<file path="src/rtl/clkdiv_pkg.sv">
// Shared constants for the board-clock divider family.
// Latency: n/a (types and constants only).
// Backpressure: n/a.
package clkdiv_pkg;

    localparam int DEF_CNT_W = 26;
    localparam int unsigned SYS_CLK_HZ = 50_000_000;

    function automatic int unsigned half_from_hz(input int unsigned hz);
        return SYS_CLK_HZ / (2 * hz);
    endfunction

    localparam int unsigned HALF_500HZ = 50_000;
    localparam int unsigned HALF_1HZ   = 25_000_000;

endpackage

</file>
<file path="src/rtl/clock_divider_channel.sv">
// One divider channel: half-period counter, square output, tick/rise strobes, pending half-period.
// Latency: outputs registered, strobes one clock after terminal count; config applied at next terminal.
// Backpressure: pend high means a new half-period is waiting; the top refuses further loads until it clears.
module clock_divider_channel #(
    parameter int               CNT_W    = 26,
    parameter logic [CNT_W-1:0] DEF_HALF = '0
) (
    input  logic             clock,
    input  logic             reset_n,
    input  logic             en,
    input  logic             sync,
    input  logic             load,
    input  logic [CNT_W-1:0] load_half,
    output logic             pend,
    output logic             clk_out,
    output logic             tick,
    output logic             rise
);

    logic [CNT_W-1:0] cnt;
    logic [CNT_W-1:0] half;
    logic [CNT_W-1:0] pend_half;
    logic [CNT_W-1:0] nxt_half;
    logic             running;
    logic             term;
    logic             nxt_clk;

    // ">=" rather than "==" so a smaller half applied while paused cannot wrap the counter
    always_comb begin
        running  = en && (half != '0);
        term     = running && (cnt >= half - CNT_W'(1));
        nxt_half = pend ? pend_half : half;
        nxt_clk  = (nxt_half == '0) ? 1'b0 : ~clk_out;
    end

    always_ff @(posedge clock or negedge reset_n) begin
        if (!reset_n) begin
            cnt       <= '0;
            half      <= DEF_HALF;
            pend_half <= '0;
            pend      <= 1'b0;
            clk_out   <= 1'b0;
            tick      <= 1'b0;
            rise      <= 1'b0;
        end else if (sync) begin
            cnt     <= '0;
            clk_out <= 1'b0;
            tick    <= 1'b0;
            rise    <= 1'b0;
            half    <= load ? load_half : nxt_half;
            pend    <= 1'b0;
        end else if (!running) begin
            // paused or stopped: nothing to keep glitch-free, so take new values at once
            tick <= 1'b0;
            rise <= 1'b0;
            half <= load ? load_half : nxt_half;
            pend <= 1'b0;
            if (half == '0) begin
                cnt     <= '0;
                clk_out <= 1'b0;
            end
        end else if (term) begin
            cnt     <= '0;
            clk_out <= nxt_clk;
            tick    <= 1'b1;
            rise    <= nxt_clk;
            half    <= nxt_half;
            pend    <= load;
            if (load) begin
                pend_half <= load_half;
            end
        end else begin
            cnt  <= cnt + CNT_W'(1);
            tick <= 1'b0;
            rise <= 1'b0;
            if (load) begin
                pend      <= 1'b1;
                pend_half <= load_half;
            end
        end
    end

endmodule

</file>
<file path="src/rtl/clock_divider_multi.sv">
// N_CH independent square-wave dividers off the board clock with runtime half-period config and global sync.
// Latency: config takes effect at the target channel's next terminal count (at most the old half-period).
// Backpressure: cfg_ready low while the addressed channel already holds a pending half-period.
module clock_divider_multi
    import clkdiv_pkg::*;
#(
    parameter int                      N_CH     = 2,
    parameter int                      CNT_W    = DEF_CNT_W,
    parameter logic [N_CH*CNT_W-1:0]   DEF_HALF = {CNT_W'(HALF_1HZ), CNT_W'(HALF_500HZ)},
    parameter int                      CH_W     = 1
) (
    input  logic             clock,
    input  logic             reset_n,
    input  logic [N_CH-1:0]  en,
    input  logic             sync,
    input  logic             cfg_valid,
    output logic             cfg_ready,
    input  logic [CH_W-1:0]  cfg_ch,
    input  logic [CNT_W-1:0] cfg_half,
    output logic [N_CH-1:0]  clk_out,
    output logic [N_CH-1:0]  tick,
    output logic [N_CH-1:0]  rise
);

    logic [N_CH-1:0] pend;
    logic [N_CH-1:0] load;
    logic            xfer;

    // out-of-range channel indices match nothing, so they are accepted and dropped
    always_comb begin
        cfg_ready = 1'b1;
        for (int i = 0; i < N_CH; i++) begin
            if (cfg_ch == CH_W'(i)) begin
                cfg_ready = ~pend[i];
            end
        end
    end

    assign xfer = cfg_valid && cfg_ready;

    for (genvar g = 0; g < N_CH; g++) begin : g_ch
        assign load[g] = xfer && (cfg_ch == CH_W'(g));

        clock_divider_channel #(
            .CNT_W    (CNT_W),
            .DEF_HALF (DEF_HALF[g*CNT_W +: CNT_W])
        ) u_ch (
            .clock     (clock),
            .reset_n   (reset_n),
            .en        (en[g]),
            .sync      (sync),
            .load      (load[g]),
            .load_half (cfg_half),
            .pend      (pend[g]),
            .clk_out   (clk_out[g]),
            .tick      (tick[g]),
            .rise      (rise[g])
        );
    end

endmodule
</file>
<file path="config.mk">
export PLATFORM = sky130hd
export DESIGN_NAME = clock_divider_multi
export DESIGN_NICKNAME = d
export VERILOG_FILES = /design/src/rtl/clkdiv_pkg.sv /design/src/rtl/clock_divider_channel.sv /design/src/rtl/clock_divider_multi.sv
export SDC_FILE = /design/constraint.sdc
export NUM_CORES = 1
export LEC_CHECK = 0
export ABC_CLOCK_PERIOD_IN_PS = 5500
export CAP_MARGIN = 20
export CORE_MARGIN = 1
export CORE_UTILIZATION = 45
export CTS_CLUSTER_SIZE = 14
export DETAILED_ROUTE_END_ITERATION = 10
export HOLD_SLACK_MARGIN = 0.03
export PLACE_DENSITY = 0.62
export SKIP_LAST_GASP = 1
export SYNTH_ARGS = -nofsm -noshare
export SYNTH_HDL_FRONTEND = slang
export SYNTH_SLANG_ARGS = --single-unit
</file>
<file path="constraint.sdc">
create_clock -name clock -period 5.5 [get_ports clock]
set_input_delay 1.1 -clock clock [delete_from_list [all_inputs] [get_ports clock]]
set_output_delay 1.1 -clock clock [all_outputs]
set_load 0.05 [all_outputs]
</file>
==> Word-level counts from Yosys, hierarchy flattened <==
Index checks and enable logic that the tools add are counted.
{ "totals": {"reg_bits": 164, "out_inout_bits": 7, "word_cells": 98} }
{ "op_classes": {"addsub": 4, "order_cmp": 2, "n_eq_ne": 4, "n_mux": 49, "n_bitwise": 6, "reduce_logical": 19} }
{ "ops": {"columns": ["cell", "count"], "rows": [
  ["two-way mux 26 bit", 18],
  ["zero test 26 bit", 4],
  ["adder 26 x 1 -> 26 bit (second input constant)", 2],
  ["greater-or-equal comparator 26 bit", 2],
  ["nonzero test 26 bit", 2],
  ["subtractor 26 x 1 -> 26 bit (second input constant)", 2],
  ["two-way mux 1 bit", 31],
  ["inequality test 4 x 3 -> 1 bit (second input constant)", 2],
  ["logical AND 1 bit", 7],
  ["inequality test 3 bit (second input constant)", 2],
  ["NOT 1 bit", 6],
  ["AND reduction 3 bit", 2],
  ["nonzero test 3 bit", 2],
  ["AND reduction 2 bit", 2]
]} }

==> Logic depth before layout (Yosys ltp) <==
{ "logic_depth": {"depth_word": 8, "mapped_depth": 18, "depth_no_buf": 16} }

==> Hierarchy <==
A second synthesis with hierarchy kept.
{ "unflattened": {"cells_unflattened": 1015, "hier_area_um2": 10211.0} }
{ "by_module_without_submodules": {"columns": ["module", "n_inst", "cells_each", "area_per_inst_um2", "seq_area_each_um2"], "rows": [
  ["clock_divider_channel (g_ch[1].u_ch)", 1, 504, 5144.9, 2067.0],
  ["clock_divider_channel (g_ch[0].u_ch)", 1, 508, 5039.8, 2059.5],
  ["clock_divider_multi", 1, 3, 26.3, 0.0]
]} }

==> Least setup slack after synthesis <==
No wires, ideal clock.
{ "synth_timing": {"path_type": "reg-to-reg", "startpoint": "reg g_ch[0].u_ch.half[5]", "endpoint": "reg g_ch[0].u_ch.half[4]", "setup_time_ns": 0.075, "t_arrival_ns": 3.943, "path_slack_ns": 1.482, "stages_incl_launch_ff": 18, "period_less_slack_ns": 4.018, "path_cell_list": "dfrtp_1 -> nor4_2 -> nand3b_1 -> or2_4 -> or3_1 -> or4_4 -> nor3_1 -> xnor2_1 -> ha_1 -> nand4_1 -> nor4_1 -> nand2_1 -> and3_1 -> and3_4 -> buf_6 -> a21oi_4 -> buf_6 -> a2bb2oi_1"} }
{ "synth_between": {"elab_chain_len": 4, "word_cells_on_any_way": 8} }
{ "synth_lines": {"columns": ["item", "line", "rtl"], "rows": [
  ["from (decl)", "clock_divider_channel.sv:21", "logic [CNT_W-1:0] half;"],
  ["from (signal assigned)", "clock_divider_channel.sv:50", "half <= load ? load_half : nxt_half;"],
  ["from (signal assigned)", "clock_divider_channel.sv:56", "half <= load ? load_half : nxt_half;"],
  ["from (signal assigned)", "clock_divider_channel.sv:67", "half <= nxt_half;"],
  ["subtractor 26 x 1 -> 26 bit or nonzero test 26 bit (tied branches)", "clock_divider_channel.sv:31, clock_divider_channel.sv:30", null],
  ["greater-or-equal comparator 26 bit or logical AND 1 bit (tied branches)", "clock_divider_channel.sv:31, clock_divider_channel.sv:30", null],
  ["logical AND 1 bit or two-way mux 26 bit (tied branches)", "clock_divider_channel.sv:31, clock_divider_channel.sv:52", null],
  ["inequality test 3 bit (no source line) or two-way mux 26 bit (tied branches)", null, null]
]} }
Several ways; a longest one is shown, not always the timed one.
A chain may end at the register's enable or synchronous reset.

==> Worst setup path after layout <==
{ "layout_timing": {"startpoint": "reg g_ch[0].u_ch.half[5]", "endpoint": "reg g_ch[0].u_ch.half[10]"} }
The elaborated chain is that of the path after synthesis.

==> impl_metrics.ini <==
[die]
coreArea_um2 = 21200
initial_core_util_pct = 46.3
die-width_um = 150
fp-row-count = 53
die_area_um2 = 22400
die-height_um = 150
io_pins = 40

[clock_tree]
cts_setup_buffers = 0
cts_sinks = 164
clk_path_buf_depth = 2
cts_buffers = 17
cts_tree = done
clkTransAtPathRegs_ns = 0.07
worstSkewPairLatency_ns = 0.44
ctsHoldBuffers = 0
htreeDepth = 4
cts-root-buf = clkbuf_16
ctsResizeCount = 0

[timing]
whs_ns = 0.483
worstMarginPinSlew_ns = 1.04
layout_worst_path_cycle_share_pct = 85.5
min_period_ns = 4.70
slew_violations = 0
relSlewSlack_pct = 30.5
setup_viol = 0
skew_ns = 0.0118
setup_tns_ns = 0
rsz0062_at_grt = false
hold_viol_final = 0
fmax_mhz = 213

[critical_path]
worstSetupPathType = flop to flop
crit_arrival_ns = 5.07
end_kind = flop
rrSetupSlack_ns = 0.80
crit_required_ns = 5.87
start_kind = flop
cp_max_fo = 26

[route]
antenna_left = 0
drcViolationCount = 0
via_per_inst = 6.04
drt_iter0_drc = 557
firstDrtPassIters = 5
drt-wirelength-per-cell_um = 19.5
vias = 7749
wl_mm = 25.0

[global_routing]
top_usage_layer = met1
use_met2_pct = 34.7
track_usage_pct = 23.7
grt-ovfl-total = 0
grt_max_degree = 98
use_met3_pct = 4.73
met1_usage_pct = 35.8
grt_pass1_wl_mm = 40.6
grt_pass1_vias = 7236
grt_antenna_before_repair = 1

[flow_run]
drv_cap = 0

[placement]
hpwl_mm = 18.2
portBuffers = 39
gp_congestion = 0.841

[hold_path]
hold_class = flop to flop

[finish]
final_nets = 1085
drive_gt1_share_pct = 14.3
syn_to_final_growth_pct = 12.3

[power_and_ir_drop]
p_leak_nw = 4.39
max-vdd-ir-drop_mv = 0.243
power_density_nw_per_um2 = 325

[synth]
synth.avg_cell_area_um2 = 10.1
synth_area_um2 = 9820
synth_edf_count = 0
yosysSeqAreaShare_pct = 42.0
syn_nets = 1065
ys_ff_latch = 164
synth_cell_types = 62
syn-instance-count = 974
synthArstFlopShare_pct = 100
synth_flop_cell = dfrtp_1
ys_warn_count = 0

[status]
status = complete, no violations
## sequential cells by signal (all words and copies together) (netlist names)
name and flops:
g_ch.u_ch.half 52, g_ch.u_ch.tick 2, g_ch.u_ch.pend_half 52, g_ch.u_ch.cnt 52, g_ch.u_ch.pend 2, g_ch.u_ch.rise 2, g_ch.u_ch.clk_out 2
## cell type report
cell class	count	area (um2)
Clock inverter	15	216
Antenna cell	1	2.50
Inverter	17	63.8
Multi-Input combinational cell	744	5380
Clock buffer	17	425
Timing Repair Buffer	50	474
Sequential cell	164	4130
Tap cell	275	344
Fill cell	1985	10200
## power breakdown
part	internal, mW	switching (mW)
logic	0.339	0.305
registers	1.41	0.248
clock network	0.702	0.580
total	2.46	1.13
## metrics by stage
step	worst slack, ns	cell area [um2]	utilization, %	instances	total power [mW]
floorplan	1.48	9820	-	974	2.08
global placement	0.932	10400	48.9	1250	2.30
detailed placement	0.873	10400	48.9	1250	2.32
CTS	0.858	11000	52.0	1282	3.61
global route	0.506	11000	52.0	1282	3.76
finish	0.800	11000	52.0	1283	3.59
## cells in the mapped netlist (12+ instances only)
cell	n	share of area, %
a21o_1	12	0.92
a21oi_1	31	1.6
a2bb2oi_1	42	3.7
and3_1	14	0.89
buf_2	12	0.61
clkbuf_1	25	0.96
dfrtp_1	146	37
dfstp_2	18	4.8
ha_1	58	7.4
inv_1	17	0.65
mux2_2	52	6.0
nand2_1	63	2.4
nand2b_1	23	1.5
nand3_1	41	2.1
nand4_1	24	1.5
nor2_1	55	2.1
nor3_1	26	1.3
nor4_1	26	1.7
o21ai_0	55	2.8
o22ai_1	42	2.7
or3_1	15	0.96
or4_1	13	0.99
xnor2_1	44	3.9
xor2_1	17	1.5
## cells by family (layout without fill, tap and decap cells)
logic type                 count (synthesis)  count (layout)  share of synthesized area [%]
other                                      0               1                              0
adders and majority gates                 58              58                           7.39
DFF                                      164             164                           42.0
AOI/OAI and AO/OA                        230             230                           16.6
xor gates and xnor gates                  61              61                           5.44
buffers and inverters                     66              99                           3.36
and+or+nand+nor                          342             342                           19.1
muxes                                     53              53                           6.06
## cell usage in the layout (no fill, tap or decap), drive strengths merged, types with 17 or more instances in the layout
cell type      Yosys  layout
o22ai             42      42
dfrtp            146     146
nand4             25      25
clkdlybuf4s50      0      38
o21ai             57      57
xnor2             44      44
nor4              30      30
xor2              17      17
nand2b            23      23
nand2             63      63
nor2              55      55
a21oi             33      33
dfstp             18      18
mux2              52      52
nor3              28      28
ha                58      58
nand3             42      42
a2bb2oi           50      50
inv               17      22
clkbuf            25      17
## critical path: stages, from the launching register on
cell,delay (ns)
dfrtp_1,0.43
nor4_2,0.36
nand3b_1,0.15
or2_4,0.27
or3_1,0.39
or4_4,0.44
nor3_1,0.20
xnor2_1,0.10
ha_1,0.29
nand4_1,0.16
nor4_1,0.39
nand2_1,0.09
and3_1,0.22
and3_4,0.26
a21oi_4,0.60
o2bb2a_1,0.25
## worst paths after layout
check	start	endpoint	cells past startpoint
max in group asynchronous	reset_n	g_ch[0].u_ch.half[14]	2
hold / removal	g_ch[0].u_ch.clk_out	g_ch[0].u_ch.rise	1
setup / recovery	g_ch[0].u_ch.half[5]	g_ch[0].u_ch.half[10]	15
min in group asynchronous	reset_n	g_ch[1].u_ch.cnt[21]	1
setup reg to reg	g_ch[0].u_ch.half[5]	g_ch[0].u_ch.half[10]	15
hold reg to reg	g_ch[0].u_ch.clk_out	g_ch[0].u_ch.rise	1
## per-layer routing
metal | part of all wire, % | wire length [um]
met4 | 1.3 | 319
met1 | 50 | 12600
met3 | 4.4 | 1100
met2 | 44 | 11000
met5 | 0 | 0
Power figures use the tool's default switching activity.
